[src/rtl/fetch_pkg.sv]
// Shared types and constants for the instruction-fetch stage.
package fetch_pkg;

    localparam int          PC_W              = 32;
    localparam logic [31:0] HALT_WORD_DEFAULT = 32'hFFFF_FFFF;
    localparam logic [31:0] NOP_WORD          = 32'h6800_0000;

    typedef enum logic [1:0] {
        IDLE = 2'd0,
        RUN  = 2'd1,
        HALT = 2'd2
    } fetch_state_t;

endpackage

[src/rtl/fetch_unit_pc_next_mux.sv]
// Next-PC priority select plus out-of-range / misalignment fault detection.
module pc_next_mux
    import fetch_pkg::*;
#(
    parameter int                N        = 7,
    parameter logic [PC_W-1:0]   RESET_PC = 32'h0000_0000
) (
    input  logic                 i_rst,
    input  fetch_state_t         i_state,
    input  logic                 i_start,
    input  logic                 i_stall,
    input  logic                 i_branch_taken,
    input  logic [PC_W-1:0]      i_branch_target,
    input  logic [PC_W-1:0]      i_pc,
    input  logic                 i_halt_hit,
    output logic [PC_W-1:0]      o_next_pc,
    output logic                 o_fault_next
);

    logic w_forced;
    logic w_out_of_range;
    logic w_misaligned;

    always_comb begin
        o_next_pc = i_pc;
        w_forced  = 1'b1;
        if (i_rst) begin
            o_next_pc = RESET_PC;
        end else begin
            case (i_state)
                IDLE: o_next_pc = RESET_PC;
                HALT: o_next_pc = i_start ? RESET_PC : i_pc;
                RUN: begin
                    if (i_branch_taken) begin
                        o_next_pc = {i_branch_target[PC_W-1:2], 2'b00};
                    end else if (i_stall || i_halt_hit) begin
                        o_next_pc = i_pc;
                    end else begin
                        o_next_pc = i_pc + 32'd4;
                        w_forced  = 1'b0;
                    end
                end
                default: o_next_pc = RESET_PC;
            endcase
        end
    end

    // Only the sequential increment can carry a misalignment through; forced values are already aligned.
    assign w_out_of_range = |o_next_pc[PC_W-1:N+2];
    assign w_misaligned   = !w_forced && (o_next_pc[1:0] != 2'b00);
    assign o_fault_next   = !i_rst && (i_state == RUN) && (w_out_of_range || w_misaligned);

endmodule

[src/rtl/fetch_unit.sv]
// Instruction-fetch stage: owns the PC, addresses the synchronous instruction memory one cycle ahead.
module fetch_unit
    import fetch_pkg::*;
#(
    parameter int                N         = 7,
    parameter logic [PC_W-1:0]   RESET_PC  = 32'h0000_0000,
    parameter logic [31:0]       HALT_WORD = HALT_WORD_DEFAULT
) (
    input  logic                 clka,
    input  logic                 rst,
    input  logic                 start,
    input  logic                 stall,
    input  logic                 branch_taken,
    input  logic [PC_W-1:0]      branch_target,
    output logic [N-1:0]         im_addr,
    input  logic [31:0]          im_douta,
    output logic [31:0]          of_instr,
    output logic [PC_W-1:0]      of_pc,
    output logic                 of_valid,
    output logic                 halted,
    output logic                 fetch_fault,
    output logic [31:0]          fetch_count
);

    fetch_state_t    r_state;
    fetch_state_t    w_state_next;
    logic [PC_W-1:0] r_pc;
    logic [PC_W-1:0] w_next_pc;
    logic            r_valid;
    logic            w_valid_next;
    logic            r_fault;
    logic            w_fault_next;
    logic [31:0]     r_count;
    logic            w_accept;
    logic            w_halt_hit;

    assign w_accept   = (r_state == RUN) && r_valid && !stall && !branch_taken;
    assign w_halt_hit = w_accept && (im_douta == HALT_WORD);

    pc_next_mux #(
        .N        (N),
        .RESET_PC (RESET_PC)
    ) u_pc_next_mux (
        .i_rst           (rst),
        .i_state         (r_state),
        .i_start         (start),
        .i_stall         (stall),
        .i_branch_taken  (branch_taken),
        .i_branch_target (branch_target),
        .i_pc            (r_pc),
        .i_halt_hit      (w_halt_hit),
        .o_next_pc       (w_next_pc),
        .o_fault_next    (w_fault_next)
    );

    // Memory is addressed with next_pc so its registered output pairs with r_pc.
    assign im_addr = w_next_pc[N+1:2];

    always_ff @(posedge clka) begin
        if (rst) begin
            r_state <= IDLE;
            r_pc    <= RESET_PC;
            r_valid <= 1'b0;
            r_fault <= 1'b0;
            r_count <= 32'd0;
        end else begin
            r_state <= w_state_next;
            r_pc    <= w_next_pc;
            r_valid <= w_valid_next;
            if (w_fault_next) begin
                r_fault <= 1'b1;
            end
            if (w_accept && (r_count != 32'hFFFF_FFFF)) begin
                r_count <= r_count + 32'd1;
            end
        end
    end

    always_comb begin
        w_state_next = r_state;
        w_valid_next = r_valid;
        case (r_state)
            IDLE: begin
                w_valid_next = 1'b0;
                if (start) begin
                    w_state_next = RUN;
                    w_valid_next = 1'b1;
                end
            end
            RUN: begin
                if (w_halt_hit || w_fault_next) begin
                    w_state_next = HALT;
                    w_valid_next = 1'b0;
                end else begin
                    w_valid_next = 1'b1;
                end
            end
            HALT: begin
                w_valid_next = 1'b0;
                if (start) begin
                    w_state_next = RUN;
                    w_valid_next = 1'b1;
                end
            end
            default: begin
                w_state_next = IDLE;
                w_valid_next = 1'b0;
            end
        endcase
    end

    assign of_instr    = im_douta;
    assign of_pc       = r_pc;
    assign of_valid    = r_valid;
    assign halted      = (r_state == HALT);
    assign fetch_fault = r_fault;
    assign fetch_count = r_count;

endmodule

[config.mk]
export PLATFORM = sky130hd
export DESIGN_NAME = fetch_unit
export DESIGN_NICKNAME = d
export VERILOG_FILES = /design/src/rtl/fetch_pkg.sv /design/src/rtl/fetch_unit_pc_next_mux.sv /design/src/rtl/fetch_unit.sv
export SDC_FILE = /design/constraint.sdc
export NUM_CORES = 1
export LEC_CHECK = 0
export ABC_AREA = 0
export CAP_MARGIN = 10
export CORE_MARGIN = 2
export CORE_UTILIZATION = 46
export CTS_BUF_LIST = sky130_fd_sc_hd__clkbuf_4 sky130_fd_sc_hd__clkbuf_8
export DETAILED_ROUTE_END_ITERATION = 12
export PLACE_DENSITY = 0.84
export SYNTH_ARGS = -nofsm -noshare
export SYNTH_HDL_FRONTEND = slang
export SYNTH_SLANG_ARGS = --single-unit
[constraint.sdc]
create_clock -name clka -period 5.3 [get_ports clka]
set_input_delay 1.59 -clock clka [delete_from_list [all_inputs] [get_ports clka]]
set_output_delay 1.59 -clock clka [all_outputs]
set_load 0.01 [all_outputs]
==> run_results.csv <==
group,metric,value,unit
yosys,synth_top_family_by_area,"simple AND/OR/NAND/NOR gates",
timing,hold_ws,0.455,ns
worst_setup_path,cp-start-kind,"input pin",
timing,tightest_slew,1.04,ns
flow_run,maxCapViolations,0,
yosys,synth_area_leaders,"dfxtp_1 (30%), buf_4 (6.7%), nor2_1 (5.2%)",
worst_setup_path,worstPathArrival,3.59,ns
place,dpl_cell_area,6200,um^2
place,port_buffers,172,
global_routing,grt_pass1_vias,4866,
global_routing,grt_overflow,0,
hold_path,whs_path_depth,2,
floorplanning,die_area,10500,um^2
timing,fin_ws,0.119,ns
yosys,ys_ff_latch,68,
yosys,synth_most_common_cell,"dfxtp_1",
timing,slew_headroom,30.2,%
route,routed_wl,15.5,mm
final_layout,fill_cells,787,
route,routed_via_density,5.84,
timing,clock_skew,0.0113,ns
final_layout,final_nets,798,
clocking,cts_buffer_depth,2,
route,wl_met2,7.63,mm
yosys,yosys_warnings,0,
pwr,vdd_drop_max,0.151,mV
pwr,p_sw_share,32.2,%
route,avgRoutedWirePerCell,18.0,um
yosys,synth_top_area_share,30.4,%
route,post-route-drc-count,0,
hold_path,hp-class,"reg2reg",
pwr,p_comb_share,26.5,%
yosys,syn_avg_cell_area,8.04,um^2
clocking,cts_tree,"built",
hold_path,holdCritStartpoint,"fetch_fault",
final_layout,area_delta_synth_final,46.8,%
place,dp_hpwl,11.2,mm
yosys,synth_nets,633,
timing,tns,0,ns
clocking,cts_num_sinks,68,
final_layout,antenna_cells,0,
yosys,synth_compound_area_share,18.4,%
route,routed.top_layer,"met4",
clocking,htreeDepth,3,
yosys,synth_mux_area_share,1.15,%
timing,layout_min_cycle_time,5.18,ns
yosys,yosys.area_share.xor_xnor,7.79,%
clocking,clk_pin_slew_worst_paths,0.07,ns
final_layout,stdcell_count,860,
place,placed_cells,828,
final_layout,drive_gt1_share,14.2,%
yosys,synthAdderAreaFrac,1.96,%
worst_setup_path,path_max_fanout,4,
global_routing,antenna_found_initial,0,
route,detail_route.iter0.violations,272,
floorplanning,rows,36,
pwr,power.switching,0.411,mW
clocking,cts_buffers,9,
pwr,power.leakage,2.49,nW
timing,fmax,0.193,GHz
final_layout,utilization,68.5,%
timing,setup_viol,0,
worst_setup_path,r2r-end,"r_state[1]",
worst_setup_path,path_cells,"clkdlybuf4s50_1 -> nand4_1 -> nor2_1 -> buf_4 -> nand3_4 -> or2b_1 -> buf_6 -> mux2i_2 -> o21ai_1 -> a22oi_2 -> nor2_1 -> buf_2",
yosys,ys_seq_area_share,30.4,%
worst_setup_path,worstRegToRegCells,12,
yosys,syn_area,4480,um^2
worst_setup_path,slowest_delay,0.48,ns
timing,hold_viol,0,
worst_setup_path,r2r_start,"r_state[0]",
global_routing,grt_pass1_wl,24.0,mm
global_routing,gr-usage-all-layers,29.1,%
yosys,synth_edf_count,0,
clocking,clk_latency,0.36,ns
yosys,yosys.area.top_type,"dfxtp_1",
yosys,synthArstFlopShare,0,%
worst_setup_path,crit_required,3.71,ns
route,first_pass_iters,5,
worst_setup_path,reg2reg_slack,1.59,ns
place,place_congestion,1.00,
timing,slew_viol_final,0,
floorplanning,design.core.area,9590,um^2
worst_setup_path,path_common_cell,"nor2_1",
yosys,ys_types,75,
floorplanning,die_h,103,um
floorplanning,start_util,46.7,%
route,route.met3.wl,1.39,mm
timing,period_share,97.8,%
yosys,yosys_most_used_dff,"dfxtp_1",
worst_setup_path,end_kind,"output port",
yosys,syn-instance-count,557,
pwr,p_int,0.864,mW
status,status,"complete, no violations",
route,postRouteAntennaNets,0,
final_layout,design_area,6580,um^2
route,vias,5023,
floorplanning,die_w,103,um
yosys,yosys.area_share.simple,30.1,%
route,met1_length,5.95,mm
floorplanning,ioPinCount,175,
hold_path,min_to,"fetch_fault",
worst_setup_path,crit_type,"in2out",
worst_setup_path,slowest_stage,"clkdlybuf4s50_1",
clocking,root_buffer,"clkbuf_8",
global_routing,grt_max_degree,41,
place,pre_cts_slack,-0.481,ns
pwr,powerDensity,194,nW/um^2
yosys,synth_top_cells_by_count,"dfxtp_1 (68), nor2_1 (62), nand2_1 (45), buf_4 (40), nand4_1 (33)",
pwr,pwr-share-seq,42.3,%
timing,rsz0062_at_grt,"no",
pwr,pwr-share-clk,31.2,%
pwr,power,1.28,mW
kinds of logic (layout without fill, tap and decap cells):
family                   after synthesis  in the layout
buffers and inverters                 76            246
adder cells (fa/ha/maj)                7              7
flip-flops                            68             68
multiplexers                           5              5
AND/OR/NAND/NOR                      241            241
AO/OA/AOI/OAI                        121            121
XOR/XNOR                              39             39
power by group through the flow:
stage	clock network, mW	logic [mW]	registers (mW)
floorplan	0	0.169	0.549
global placement	0	0.313	0.549
detailed placement	0	0.319	0.551
CTS	0.408	0.332	0.539
global route	0.426	0.360	0.540
finish	0.398	0.338	0.539
flip-flops by register name, summed over array words and instances (netlist names):
name	cells
of_pc	32
r_state	2
fetch_count	32
fetch_fault	1
of_valid	1
metal layers:
layer / up-vias / global-route usage [%]
met1: 2367 / 34.8
met5: - / 0
met3: 46 / 6.85
li1: 2335 / -
met4: 0 / 12.2
met2: 275 / 50.3
cell type report:
type | instances | area, um^2 | area share, %
multi-input combinational | 413 | 2730 | 41.5
timing repair buffer | 222 | 2110 | 32.1
sequential | 68 | 1360 | 20.7
tap | 133 | 166 | 2.53
clock buffer | 10 | 138 | 2.09
clock inverter | 6 | 38.8 | 0.590
inverter | 8 | 30.0 | 0.457
critical path: cells and delay by family:
kind	cells	cell delay, ns
compound gates	2	0.26
buf+inv	4	0.91
simple gates	5	0.62
mux	1	0.19
layout by cell type (no fill, tap or decap), types with 16 or more instances in the layout:
cell type        instances
clkdlybuf4s50_1        139
dfxtp_1                 68
nor2_1                  60
buf_4                   47
nand2_1                 45
nand4_1                 33
o21ai_0                 30
xor2_1                  24
a21oi_1                 19
and3_1                  18
nand3_1                 17
a22oi_1                 17
dlymetal6s2s_1          16
worst max-delay path by stage:
stage / from / end
5_1_grt: im_douta[4] / im_addr[1]
3_3_place_gp: stall / im_addr[5]
6_report: im_douta[15] / im_addr[1]
4_1_cts: im_douta[6] / im_addr[1]
3_5_place_dp: stall / im_addr[5]
2_1_floorplan: im_douta[29] / im_addr[6]
repair_timing:
action	in CTS	in global routing
buffers inserted	14	2
setup endpoints to repair	7	7
hold buffers	0	0
gates resized for setup	46	23
pin swaps	11	13
No activity file was read; power rests on OpenSTA's default activity.
